File: config.mk
export PLATFORM = sky130hd
export DESIGN_NAME = imem_loader_flat
export DESIGN_NICKNAME = d
export VERILOG_FILES = /design/src/rtl/imem_loader_if.sv /design/src/rtl/imem_loader.sv /design/src/flat_wrapper.sv
export SDC_FILE = /design/constraint.sdc
export NUM_CORES = 1
export LEC_CHECK = 0
export BUFFER_PORTS_ARGS = -buffer_cell sky130_fd_sc_hd__buf_2
export CAP_MARGIN = 20
export CORE_UTILIZATION = 53
export CTS_BUF_LIST = sky130_fd_sc_hd__clkbuf_4 sky130_fd_sc_hd__clkbuf_8 sky130_fd_sc_hd__clkbuf_16
export CTS_CLUSTER_SIZE = 30
export DETAILED_ROUTE_END_ITERATION = 12
export GPL_TIMING_DRIVEN = 0
export PLACE_DENSITY = 0.77
export SYNTH_ARGS = -nofsm -noshare
export SYNTH_HDL_FRONTEND = slang
export SYNTH_SLANG_ARGS = --single-unit
File: constraint.sdc
create_clock -name clock -period 2.39 [get_ports clock]
set_input_delay 0.478 -clock clock [delete_from_list [all_inputs] [get_ports clock]]
set_output_delay 0.478 -clock clock [all_outputs]
set_load 0.01 [all_outputs]
File: src/rtl/imem_loader_if.sv
// rtl/imem_loader_if.sv - word stream in and instruction memory write port of the loader
interface imem_loader_if;
  logic        in_valid;
  logic [15:0] in_data;
  logic        in_ready;
  logic        mem_we;
  logic [15:0] mem_addr;
  logic [15:0] mem_wdata;

  modport master (
    output in_valid, in_data,
    input  in_ready, mem_we, mem_addr, mem_wdata
  );

  modport slave (
    input  in_valid, in_data,
    output in_ready, mem_we, mem_addr, mem_wdata
  );
endinterface

File: src/rtl/imem_loader.sv
// rtl/imem_loader.sv - streams LEN/BASE/payload/CHK into instruction memory, holds the cpu until verified
module imem_loader #(
  parameter int TIMEOUT = 1024
) (
  input  logic          clock,
  input  logic          reset,
  input  logic          start,
  imem_loader_if.slave  bus,
  output logic          busy,
  output logic          done,
  output logic          error,
  output logic          cpu_hold,
  output logic [15:0]   word_count
);

  localparam logic [2:0] IDLE     = 3'd0;
  localparam logic [2:0] HDR_LEN  = 3'd1;
  localparam logic [2:0] HDR_BASE = 3'd2;
  localparam logic [2:0] PAYLOAD  = 3'd3;
  localparam logic [2:0] CHECK    = 3'd4;
  localparam logic [2:0] DONE     = 3'd5;
  localparam logic [2:0] ERR      = 3'd6;

  localparam logic [15:0] IDLE_LAST = 16'(TIMEOUT - 1);

  logic [2:0]  state;
  logic [15:0] lenReg;
  logic [15:0] ptr;
  logic [15:0] runXor;
  logic [15:0] idleCnt;
  logic [15:0] wordCount;
  logic        memWe;
  logic [15:0] memAddr;
  logic [15:0] memWdata;
  logic        loading;
  logic        accept;

  assign loading = (state == HDR_LEN) || (state == HDR_BASE) ||
                   (state == PAYLOAD) || (state == CHECK);
  assign accept  = bus.in_valid & loading;

  assign bus.in_ready  = loading;
  assign bus.mem_we    = memWe;
  assign bus.mem_addr  = memAddr;
  assign bus.mem_wdata = memWdata;
  assign busy          = loading;
  assign done          = (state == DONE);
  assign error         = (state == ERR);
  assign cpu_hold      = (state != DONE);
  assign word_count    = wordCount;

  always_ff @(posedge clock or negedge reset) begin
    if (!reset) begin
      state     <= IDLE;
      lenReg    <= '0;
      ptr       <= '0;
      runXor    <= '0;
      idleCnt   <= '0;
      wordCount <= '0;
      memWe     <= 1'b0;
      memAddr   <= '0;
      memWdata  <= '0;
    end else begin
      memWe <= 1'b0;
      case (state)
        IDLE, DONE, ERR: begin
          if (start) begin
            state     <= HDR_LEN;
            wordCount <= '0;
            runXor    <= '0;
            idleCnt   <= '0;
          end
        end
        HDR_LEN, HDR_BASE, PAYLOAD, CHECK: begin
          // any valid cycle resets the idle run, accepted or not
          if (bus.in_valid) begin
            idleCnt <= '0;
          end else if (idleCnt == IDLE_LAST) begin
            state <= ERR;
          end else begin
            idleCnt <= idleCnt + 16'd1;
          end

          if (accept) begin
            case (state)
              HDR_LEN: begin
                lenReg <= bus.in_data;
                state  <= HDR_BASE;
              end
              HDR_BASE: begin
                ptr   <= bus.in_data;
                state <= (lenReg != 16'd0) ? PAYLOAD : CHECK;
              end
              PAYLOAD: begin
                memWe     <= 1'b1;
                memAddr   <= ptr;
                memWdata  <= bus.in_data;
                ptr       <= ptr + 16'd1;
                wordCount <= wordCount + 16'd1;
                runXor    <= runXor ^ bus.in_data;
                if (wordCount == lenReg - 16'd1) begin
                  state <= CHECK;
                end
              end
              CHECK: begin
                state <= (bus.in_data == runXor) ? DONE : ERR;
              end
              default: ;
            endcase
          end
        end
        default: state <= IDLE;
      endcase
    end
  end

endmodule

File: src/flat_wrapper.sv
// flat-port wrapper written by rule: the top's interface ports become plain ports
module imem_loader_flat 
#(
  parameter int TIMEOUT = 1024
)
  (clock, reset, start, busy, done, error, cpu_hold, word_count, bus_in_valid, bus_in_data, bus_in_ready, bus_mem_we, bus_mem_addr, bus_mem_wdata);
  imem_loader_if bus_i ();
  input  logic clock;
  input  logic reset;
  input  logic start;
  output logic busy;
  output logic done;
  output logic error;
  output logic cpu_hold;
  output logic [15:0] word_count;
  input wire logic [$bits(bus_i.in_valid)-1:0] bus_in_valid;
  input wire logic [$bits(bus_i.in_data)-1:0] bus_in_data;
  output wire logic [$bits(bus_i.in_ready)-1:0] bus_in_ready;
  output wire logic [$bits(bus_i.mem_we)-1:0] bus_mem_we;
  output wire logic [$bits(bus_i.mem_addr)-1:0] bus_mem_addr;
  output wire logic [$bits(bus_i.mem_wdata)-1:0] bus_mem_wdata;
  assign bus_i.in_valid = bus_in_valid;
  assign bus_i.in_data = bus_in_data;
  assign bus_in_ready = bus_i.in_ready;
  assign bus_mem_we = bus_i.mem_we;
  assign bus_mem_addr = bus_i.mem_addr;
  assign bus_mem_wdata = bus_i.mem_wdata;
  imem_loader #(.TIMEOUT(TIMEOUT)) u_core (.clock(clock), .reset(reset), .start(start), .bus(bus_i), .busy(busy), .done(done), .error(error), .cpu_hold(cpu_hold), .word_count(word_count));
endmodule
==> summary.txt <==
STA
  – Peak Freq: 0.391 GHz
  – Finish-stage setup viols: 16
  – Final setup TNS: -1.11 ns
  – RSZ-0062 raised after global routing: yes
  – Final Hold Fails: 0
  – Clock period minus final worst setup slack: 2.56 ns
  – Slew HR: 47.6%
  – Slew at the pin closest to its max-slew limit: 0.785 ns
  – Worst-case clock skew: 0.0108 ns
  – Post-route clock period utilization: 107%
  – PnR worst setup slack: -0.169 ns
  – Max Transition Viols Final: 0
  – Post-Route Hold Slack: 0.151 ns

Detailed routing
  – Vias: 5657
  – Mean number of vias per cell: 5.84
  – ANT nets after route: 0
  – Final Routed Wirelength: 16.5 mm
  – WL per Instance: 17.0 um
  – Number of DRC markers in iteration 0: 536
  – Number of remaining DRC errors: 0
  – First-pass iteration count of the detailed router: 8

Clocking
  – TritonCTS clock tree: built
  – Cts-stage hold buffer count: 0
  – Clock sink count: 116
  – # H-tree levels: 4
  – Clock slew at the register clock pins of the worst setup and hold paths: 0.06 ns
  – Maximum number of buffers from clock root to sink: 2
  – CTS Buf Count: 17
  – Cell chosen for the clock root: sky130_fd_sc_hd__clkbuf_16
  – Skew-Pair Late Insertion Delay: 0.43 ns

Worst setup path
  – Crit-path slowest cell: sky130_fd_sc_hd__or4_4
  – Series of cell instances along the critical path: or4_4 -> or3_4 -> a2111oi_4 -> o311ai_1 -> nor4_2 -> buf_4 -> nand3b_1 -> a22oi_1
  – Maximum net fanout on the critical path: 4
  – Setup Crit Path Kind: flop to flop
  – Nature of the critical path endpoint: flop
  – Delay-heaviest family, CP: simple AND/OR/NAND/NOR gates
  – Data required time at the worst endpoint: 2.67 ns
  – Critical Path AT: 2.84 ns
  – Worst Path Buf+Inv: 1
  – Peak per-stage delay on the critical path: 0.55 ns
  – Critical Path Source Type: flop

Global routing
  – Initial antenna violation count: 0
  – Global-route wire length before repair: 26.2 mm
  – Overall Global Routing Usage: 29.1%
  – Via count of the first global-routing pass: 5190
  – Pin count of the biggest net entering global routing: 62
  – Remaining global-route overflow: 0

Layout
  – Total inserted antenna cells: 0
  – Share of cells above drive strength 1: 20.0%
  – Nets: 837
  – Number of fill cells in the layout: 929
  – Register cell area after layout: 2910 um2
  – Footprint of the multi-input gates: 3180 um2
  – Layout overhead on the synthesized area: 21.8%

Logic synthesis
  – Leading post-synthesis cells by cell area: sky130_fd_sc_hd__dfrtp_1, sky130_fd_sc_hd__nand2_1, sky130_fd_sc_hd__o21ai_0
  – Primary flip-flop cell chosen by synthesis mapping: sky130_fd_sc_hd__dfrtp_1
  – Net Count, Synth: 739
  – Most frequently used cell type in the post-synthesis netlist: sky130_fd_sc_hd__nand2_1
  – Number of enable flip-flop cells after synthesis: 0
  – Cell type with the largest total area after synthesis: sky130_fd_sc_hd__dfrtp_1
  – Number of warnings printed during yosys synthesis: 0
  – Area fraction of the dominant cell type after synthesis: 47.1%
  – Register bit total from synthesis: 116
  – Commonest cells in the netlist: sky130_fd_sc_hd__nand2_1, sky130_fd_sc_hd__dfrtp_1, sky130_fd_sc_hd__o21ai_0
  – Cell Area, Synth: 6160 um2
  – Gate count of the mapped netlist: 715
  – Fraction of registers with async set/reset: 100%
  – Distinct cell type count of the synthesized netlist: 58
  – Syn avg cell area: 8.62 um2
  – Sequential cell area fraction in the yosys report: 47.1%

Floorplanning
  – Total Die Area: 12100 um2
  – Width of the die: 110 um
  – Starting Density: 54.2%
  – Die Span Y: 110 um
  – Row Count: 39
  – Core Region: 11400 um2
  – Number of I/O pins: 74

Pwr
  – Largest voltage drop on the vdd net: 0.000743 V
  – Total power divided by cell area: 1340 nW/um2
  – Leakage power summed over all cells: 3.40 nW

Status
  – Violated checks: setup timing
  – Result of the run: complete, but fails checks

Min path
  – Class of the most critical hold timing path: input port to async pin

Flow run
  – Max_cap viols: 0

Placed design
  – Number of buffers added on ports: 73
  – Routability congestion estimate from global placement: 0.899
  – Post-detail-place hpwl: 11.5 mm
through the flow:
| stage | power, mW | std cells | area, um2 | utilization, % | setup slack (ns) |
|---|---|---|---|---|---|
| after global placement | 7.04 | 931 | 6710 | 59.0 | -0.910 |
| after detailed placement | 7.22 | 932 | 6740 | 59.3 | -1.07 |
| after global routing | 10.8 | 969 | 7500 | 66.0 | -0.239 |
| final | 10.1 | 969 | 7500 | 66.0 | -0.169 |
| after floorplan | 5.94 | 715 | 6170 | - | -0.00832 |
| after CTS | 9.92 | 968 | 7420 | 65.3 | -0.125 |
layout by cell type (no fill, tap or decap), types with 10 or more instances in the layout:
cell / instances
sky130_fd_sc_hd__nand2_1: 143
sky130_fd_sc_hd__xor2_1: 19
sky130_fd_sc_hd__clkbuf_16: 17
sky130_fd_sc_hd__xnor2_1: 32
sky130_fd_sc_hd__nand4_1: 16
sky130_fd_sc_hd__nor3_1: 14
sky130_fd_sc_hd__dfrtp_1: 113
sky130_fd_sc_hd__and3_1: 11
sky130_fd_sc_hd__mux2_2: 15
sky130_fd_sc_hd__a21oi_1: 30
sky130_fd_sc_hd__clkbuf_1: 24
sky130_fd_sc_hd__nor2_1: 72
sky130_fd_sc_hd__buf_2: 72
sky130_fd_sc_hd__nand3_1: 22
sky130_fd_sc_hd__o21ai_0: 83
sky130_fd_sc_hd__nor2b_1: 10
sky130_fd_sc_hd__buf_4: 11
worst paths after layout:
path	start	to	slack [ns]	cells after the start
min	reset	u_core.idleCnt[12]$_DFFE_PN0P_	0.15	1
max in group asynchronous	reset	u_core.bus.mem_wdata[5]$_DFFE_PN0P_	1.50	2
min in group clock	bus_in_data[11]	u_core.bus.mem_wdata[11]$_DFFE_PN0P_	0.38	3
max	u_core.lenReg[2]$_DFFE_PN0P_	u_core.state[1]$_DFFE_PN0P_	-0.17	8
min reg2reg	u_core.bus.mem_addr[10]$_DFFE_PN0P_	u_core.bus.mem_addr[10]$_DFFE_PN0P_	0.47	2
max reg2reg	u_core.lenReg[2]$_DFFE_PN0P_	u_core.state[1]$_DFFE_PN0P_	-0.17	8
cell type report:
class                   instances  area share, %
plain buffers                  34           2.00
repair buffers                 82           6.07
inverters                       9          0.517
clock buffers                  18           5.85
clock inverters                14           2.05
well taps                     143           2.38
multi-input cells             553           42.4
flip-flops and latches        116           38.7
timing repair:
item | in CTS | in global routing
pin swaps | 2 | 2
setup endpoints to repair | 85 | 48
resized for setup | 15 | 21
setup buffers | 6 | 2
routing by layer:
metal  share of wire [%]  vias up  GRT usage, %
met2                  47      210          45.1
met4                 2.4        0          12.0
met5                   0        -             0
met3                 6.4       34          6.05
li1                    -     2680             -
met1                  45     2733          39.7
logic make-up after synthesis:
group / after synthesis / share of synthesized area (%)
xor+xnor: 52 / 7.39
flops: 116 / 47.1
mux: 16 / 2.90
simple gates: 332 / 25.1
buf+inv: 46 / 2.98
compound gates: 149 / 13.7
fa+ha+maj: 4 / 0.812
report_power, final:
group	switching [mW]	total [mW]	internal, mW	leakage [nW]
Sequential	0.755	3.44	2.69	1.46
Clock	0.975	2.54	1.57	0.283
Combinational	2.46	4.08	1.62	1.66
sequential cells by signal, indices dropped and copies added, names as in the netlist:
register and count:
u_core.runXor 16, u_core.idleCnt 16, u_core.word_count 16, u_core.bus.mem_we 1, u_core.ptr 16, u_core.bus.mem_addr 16
u_core.state 3, u_core.bus.mem_wdata 16, u_core.lenReg 16
(Power assumes the default switching activity.)
